===== src/rtl/genius_pkg.sv =====
// Shared types and defaults for the color-sequence memory game.
package genius_pkg;

    typedef enum logic [2:0] {
        ST_IDLE    = 3'd0,
        ST_REQUEST = 3'd1,
        ST_SHOW    = 3'd2,
        ST_GAP     = 3'd3,
        ST_INPUT   = 3'd4,
        ST_WIN     = 3'd5,
        ST_FAIL    = 3'd6
    } state_e;

    typedef logic [1:0] color_t;

    localparam int MAX_LEN     = 16;
    localparam int SHOW_CYCLES = 4;

    function automatic logic [3:0] color_onehot(input color_t c);
        return 4'b0001 << c;
    endfunction

    function automatic logic is_onehot(input logic [3:0] v);
        return (v != 4'b0000) && ((v & (v - 4'd1)) == 4'b0000);
    endfunction

endpackage


===== src/rtl/show_timer.sv =====
// Loadable down-counter; o_tc flags the last cycle of a SHOW or GAP interval.
module show_timer #(
    parameter int WIDTH = 3
) (
    input  logic             i_clk,
    input  logic             i_rst,
    input  logic             i_load,
    input  logic [WIDTH-1:0] i_load_val,
    output logic             o_tc
);

    logic [WIDTH-1:0] count_q;
    logic [WIDTH-1:0] count_d;

    always_comb begin
        count_d = count_q;
        if (i_load) begin
            count_d = i_load_val;
        end else if (count_q != '0) begin
            count_d = count_q - WIDTH'(1);
        end
    end

    always_ff @(posedge i_clk) begin
        if (i_rst) begin
            count_q <= '0;
        end else begin
            count_q <= count_d;
        end
    end

    assign o_tc = (count_q == WIDTH'(1));

endmodule


===== src/rtl/sequence_checker_module.sv =====
// Color-sequence memory game: grows a sequence one color per round, plays it
// back on the LEDs, then checks the player's presses against it.
//   state   | meaning
//   IDLE    | waiting for i_start after reset
//   REQUEST | asking the generator for the next color
//   SHOW    | lighting mem[index]
//   GAP     | blank pause after each shown color
//   INPUT   | comparing presses against mem[index]
//   WIN     | full MAX_LEN sequence repeated correctly
//   FAIL    | wrong or multi-button press
module sequence_checker_module
    import genius_pkg::*;
#(
    parameter int MAX_LEN     = genius_pkg::MAX_LEN,
    parameter int SHOW_CYCLES = genius_pkg::SHOW_CYCLES
) (
    input  logic                           i_clk,
    input  logic                           i_rst,
    input  logic                           i_start,
    output logic                           o_gen_trigger,
    input  logic                           i_gen_done,
    input  logic [1:0]                     i_gen_value,
    input  logic [3:0]                     i_button,
    output logic [3:0]                     o_led,
    output logic [$clog2(MAX_LEN+1)-1:0]   o_length,
    output logic [2:0]                     o_state,
    output logic                           o_win,
    output logic                           o_fail
);

    localparam int LEN_W = $clog2(MAX_LEN + 1);
    localparam int IDX_W = (MAX_LEN > 2) ? $clog2(MAX_LEN) : 1;
    localparam int CNT_W = $clog2(SHOW_CYCLES + 1);

    state_e             state_q, state_d;
    logic [LEN_W-1:0]   length_q, length_d;
    logic [IDX_W-1:0]   index_q, index_d;
    logic               trig_q, trig_d;
    logic [3:0]         led_q, led_d;
    color_t             mem_q [MAX_LEN];

    logic               mem_we;
    logic               last_idx;
    color_t             cur_color;
    color_t             shown_color;
    logic               timer_load;
    logic               timer_tc;

    assign last_idx  = (LEN_W'(index_q) == (length_q - LEN_W'(1)));
    assign cur_color = mem_q[index_q];

    always_comb begin
        state_d  = state_q;
        length_d = length_q;
        index_d  = index_q;
        mem_we   = 1'b0;

        case (state_q)
            ST_IDLE, ST_WIN, ST_FAIL: begin
                if (i_start) begin
                    state_d  = ST_REQUEST;
                    length_d = '0;
                    index_d  = '0;
                end
            end
            ST_REQUEST: begin
                if (i_gen_done) begin
                    mem_we   = 1'b1;
                    length_d = length_q + LEN_W'(1);
                    index_d  = '0;
                    state_d  = ST_SHOW;
                end
            end
            ST_SHOW: begin
                if (timer_tc) begin
                    state_d = ST_GAP;
                end
            end
            ST_GAP: begin
                if (timer_tc) begin
                    if (last_idx) begin
                        state_d = ST_INPUT;
                        index_d = '0;
                    end else begin
                        state_d = ST_SHOW;
                        index_d = index_q + IDX_W'(1);
                    end
                end
            end
            ST_INPUT: begin
                // i_start is deliberately not looked at here
                if (i_button != 4'b0000) begin
                    if (is_onehot(i_button) && (i_button == color_onehot(cur_color))) begin
                        if (last_idx) begin
                            state_d = (length_q == LEN_W'(MAX_LEN)) ? ST_WIN : ST_REQUEST;
                        end else begin
                            index_d = index_q + IDX_W'(1);
                        end
                    end else begin
                        state_d = ST_FAIL;
                    end
                end
            end
            default: begin
                state_d = ST_IDLE;
            end
        endcase

        // The color being written this edge is not in mem_q yet; bypass it.
        if (mem_we && (index_d == length_q[IDX_W-1:0])) begin
            shown_color = i_gen_value;
        end else begin
            shown_color = mem_q[index_d];
        end

        trig_d     = (state_d == ST_REQUEST);
        led_d      = (state_d == ST_SHOW) ? color_onehot(shown_color) : 4'b0000;
        timer_load = ((state_d == ST_SHOW) || (state_d == ST_GAP)) && (state_d != state_q);
    end

    always_ff @(posedge i_clk) begin
        if (i_rst) begin
            state_q  <= ST_IDLE;
            length_q <= '0;
            index_q  <= '0;
            trig_q   <= 1'b0;
            led_q    <= 4'b0000;
        end else begin
            state_q  <= state_d;
            length_q <= length_d;
            index_q  <= index_d;
            trig_q   <= trig_d;
            led_q    <= led_d;
        end
    end

    always_ff @(posedge i_clk) begin
        if (mem_we && !i_rst) begin
            mem_q[length_q[IDX_W-1:0]] <= i_gen_value;
        end
    end

    show_timer #(
        .WIDTH (CNT_W)
    ) u_show_timer (
        .i_clk      (i_clk),
        .i_rst      (i_rst),
        .i_load     (timer_load),
        .i_load_val (CNT_W'(SHOW_CYCLES)),
        .o_tc       (timer_tc)
    );

    assign o_gen_trigger = trig_q;
    assign o_led         = led_q;
    assign o_length      = length_q;
    assign o_state       = state_q;
    assign o_win         = (state_q == ST_WIN);
    assign o_fail        = (state_q == ST_FAIL);

endmodule


===== config.mk =====
export PLATFORM = sky130hd
export DESIGN_NAME = sequence_checker_module
export DESIGN_NICKNAME = d
export VERILOG_FILES = /design/src/rtl/genius_pkg.sv /design/src/rtl/show_timer.sv /design/src/rtl/sequence_checker_module.sv
export SDC_FILE = /design/constraint.sdc
export NUM_CORES = 1
export LEC_CHECK = 0
export CAP_MARGIN = 10
export CORE_UTILIZATION = 40
export DETAILED_ROUTE_END_ITERATION = 8
export GPL_TIMING_DRIVEN = 0
export HOLD_SLACK_MARGIN = 0.05
export PLACE_DENSITY = 0.67
export SLEW_MARGIN = 5
export SYNTH_ARGS = -nofsm -noshare
export SYNTH_HDL_FRONTEND = slang
export SYNTH_SLANG_ARGS = --single-unit

===== constraint.sdc =====
create_clock -name i_clk -period 3.9 [get_ports i_clk]
set_input_delay 0.78 -clock i_clk [delete_from_list [all_inputs] [get_ports i_clk]]
set_output_delay 0.78 -clock i_clk [all_outputs]
set_load 0.02 [all_outputs]

==> impl_metrics.yaml <==
placement:
  place.gp.congestion: 0.840
  dp_cells: 444
  dp_hpwl_um: 5750
  dpl_cell_area_mm2: 0.00373
  place_worst_setup_slack_ps: -617
  io_buffer_count: 23
power:
  power_switching_share: 0.300
  clockPowerShare: 0.287
  switchingPower_uw: 360
  combPwrFrac: 0.200
  power_frac_seq: 0.513
  power_leakage_uw: 0.00134
  total_power_uw: 1200
  p_int_uw: 840
  power_density_mw_per_mm2: 299
  peakVddDrop_mv: 0.138
critical_path:
  cp_cell_sequence: "clkbuf_4, mux4_2, mux4_2, mux2i_4, o22ai_4, mux2i_2, nand2_4, mux4_2, mux2_4, o2bb2ai_2, and3_1, o21ba_1"
  cp-start-kind: "register"
  worst_ep_arrival_time_ps: 4070
  crit_family: "multiplexers"
  critical-path-max-stage-delay_ps: 580
  regToRegSetupSlack_ps: 50
  crit_path_end_kind: "register"
  slowest_stage: "mux4_2"
  cp_common_cell: "mux4_2"
  critical_path_buf_inv_count: 1
  r2r_cells: 12
  cp_max_fo: 10
  crit_required_ps: 4120
  critPathKind: "register to register"
  timing.rr.end: "o_led[2]$_SDFF_PP0_"
  rr_startpoint: "index_q[3]$_SDFF_PP0_"
global_routing:
  grt_max_degree: 21
  antenna_found_initial: 0
  track_usage: 0.189
  grt_pass1_wl_um: 12700
  grt.overflow.total: 0
  grt_pass1_vias: 2555
die:
  die_area_mm2: 0.00877
  ios: 25
  core_area_mm2: 0.00818
  start_util: 0.411
  die_x_um: 93.7
  num_rows: 33
  die_h_um: 93.7
route:
  wl_per_cell_um: 17.7
  top_layer: "met4"
  ant_nets: 0
  wl_met2_um: 4080
  firstDrtPassIters: 4
  route.detailed.drc: 0
  drtIter0Drc: 198
  vias: 2754
  drt-total-wl_um: 8310
  route.met3.wl_um: 443
  viasPerCell: 5.87
  met1Wirelength_um: 3680
logic_synthesis:
  synth_flop_cell: "edfxtp_1"
  syn-num-nets: 336
  synth.avg_cell_area_um2: 10.6
  ys_warn_count: 0
  synth-compound-area-share: 0.139
  synthXorXnorAreaFrac: 0.0208
  ys_types: 57
  synth_edf_count: 32
  synth_top_family_by_area: "simple AND/OR/NAND/NOR gates"
  yosys.area.top_type_share: 0.286
  synth-async-reset-ratio: 0
  ys_seq_area_frac: 0.405
  syn_inst: 316
  ys_ff_latch: 52
  yosys-top-cells-area: "edfxtp_1 29%, dfxtp_1 12%, mux4_2 7.4%"
  post-synth-top-area-cell: "edfxtp_1"
  muxShareOfSynthArea: 0.174
  syn-cell-area_mm2: 0.00336
  yosys.area_share.simple: 0.194
  synth_most_common_cell: "nor2_1"
  synth_fa_ha_area_frac: 0.0372
  yosys-top-cells-count: "35 x nor2_1, 32 x edfxtp_1, 24 x nand2_1"
sta:
  final-max-slew-violation-count: 0
  slew_headroom: 0.390
  finClkSkew_ps: 6.06
  worst_slack_ps: 49.9
  worst_pin_slew_ps: 914
  clock.fmax_mhz: 260
  hold_viol_final: 0
  rsz0062_at_grt: "true"
  period_needed_ps: 3850
  timing.hold.ws_ps: 510
  finalCritPeriodShare: 0.987
  setup_viol: 0
clock_network:
  h-tree-depth: 2
  cts_sinks: 52
  root_buffer: "clkbuf_8"
  clk_latency_ps: 320
  cts_buffers: 5
  holdBufCountCts: 0
  clock_path_buffers: 2
  clk_pin_slew_worst_paths_ps: 110
  cts_tree: "done"
hold_path:
  min_to: "u_show_timer.count_q[1]$_SDFFE_PP0P_"
  hold_path_class: "register to register"
  holdPathStages: 1
  hold_start: "u_show_timer.count_q[1]$_SDFFE_PP0P_"
finish:
  nNetsFinal: 383
  n_fill_cell: 751
  fin_area_mm2: 0.00402
  layout.cells.non_filler: 469
  diodes: 0
  drive_gt1_frac: 0.187
  synthToLayoutAreaGrowth_pct: 19.5
outcome:
  outcome: "completed"
run:
  maxCapViolCount: 0
worst max path at each step:
stage	slack, ps	start	endpoint	cells past startpoint
floorplan	30	o_length[0]$_SDFFE_PP0P_	o_led[2]$_SDFF_PP0_	15
global placement	-590	index_q[3]$_SDFF_PP0_	o_led[2]$_SDFF_PP0_	12
detailed placement	-620	index_q[3]$_SDFF_PP0_	o_led[2]$_SDFF_PP0_	12
CTS	10	index_q[2]$_SDFF_PP0_	o_led[2]$_SDFF_PP0_	12
global route	-40	index_q[2]$_SDFF_PP0_	o_led[2]$_SDFF_PP0_	12
finish	50	index_q[3]$_SDFF_PP0_	o_led[2]$_SDFF_PP0_	12
sequential cells by signal, summed over array words and instances, names as in the netlist:
| name | count |
|---|---|
| index_q | 4 |
| mem_q | 32 |
| o_gen_trigger | 1 |
| o_led | 4 |
| o_length | 5 |
| o_state | 3 |
| u_show_timer.count_q | 3 |
cells by family (layout without fill, tap and decap cells):
kind of cell / count (synthesis) / after routing
flip-flops: 52 / 52
XOR/XNOR: 8 / 8
adder cells (fa/ha/maj): 10 / 10
multiplexers: 30 / 30
buffers and inverters: 24 / 72
AND/OR/NAND/NOR: 128 / 128
AO/OA/AOI/OAI: 64 / 64
repair_timing:
| item | CTS | global route |
|---|---|---|
| buffers inserted | 9 | 9 |
| pin swaps | 3 | 9 |
| gates resized for setup | 5 | 18 |
| endpoints found under the setup margin | 4 | 4 |
layout make-up:
class                   instances  area [um2]  area share
inverters                       7        26.3     0.00654
well taps                     105         131      0.0327
plain buffers                  17        82.6      0.0206
flip-flops and latches         52        1370       0.341
multi-input cells             240        1950       0.485
clock inverters                 3        28.8     0.00717
repair buffers                 40         362      0.0900
clock buffers                   5        68.8      0.0171
power groups by stage:
stage / Combinational, uW / Clock, uW / Sequential (uW)
CTS: 233 / 350 / 616
finish: 240 / 344 / 616
floorplan: 163 / 0 / 631
detailed placement: 230 / 0 / 629
global route: 269 / 369 / 620
global placement: 223 / 0 / 628
metal layers:
layer / global-route usage / vias up
met4: 0.0526 / 0
met3: 0.0291 / 12
met5: 0 / -
met1: 0.257 / 1354
li1: - / 1296
met2: 0.314 / 92
layout by cell type, fill, tap and decap left out, drive strengths merged, types with 2 or more instances in the layout:
master	instances
nand2b	6
a211oi	2
nand3	10
buf	21
nor3b	5
nor2b	15
mux2	4
a22o	2
o211a	2
o22ai	2
nor3	9
edfxtp	32
o21ai	12
a32oi	4
and3	4
dfxtp	20
xor2	4
inv	10
mux4	18
ha	10
mux2i	8
nand2	25
xnor2	4
or3	3
and2	8
clkbuf	18
a221o	3
o211ai	2
a21oi	17
a22oi	5
nor2	35
a31oi	4
clkdlybuf4s50	23
metrics by stage:
step	utilization	setup TNS (ps)
after floorplan	-	0
after global placement	0.456	-2000
after detailed placement	0.456	-2250
after CTS	0.478	0
after global routing	0.491	-68.1
final	0.491	0
worst register-to-register path, cell delays in order, from the launching register on:
cell	delay [ps]
dfxtp_1	420
clkbuf_4	250
mux4_2	320
mux4_2	580
mux2i_4	240
o22ai_4	240
mux2i_2	320
nand2_4	150
mux4_2	490
mux2_4	300
o2bb2ai_2	140
and3_1	160
o21ba_1	160
(Power assumes the default switching activity.)
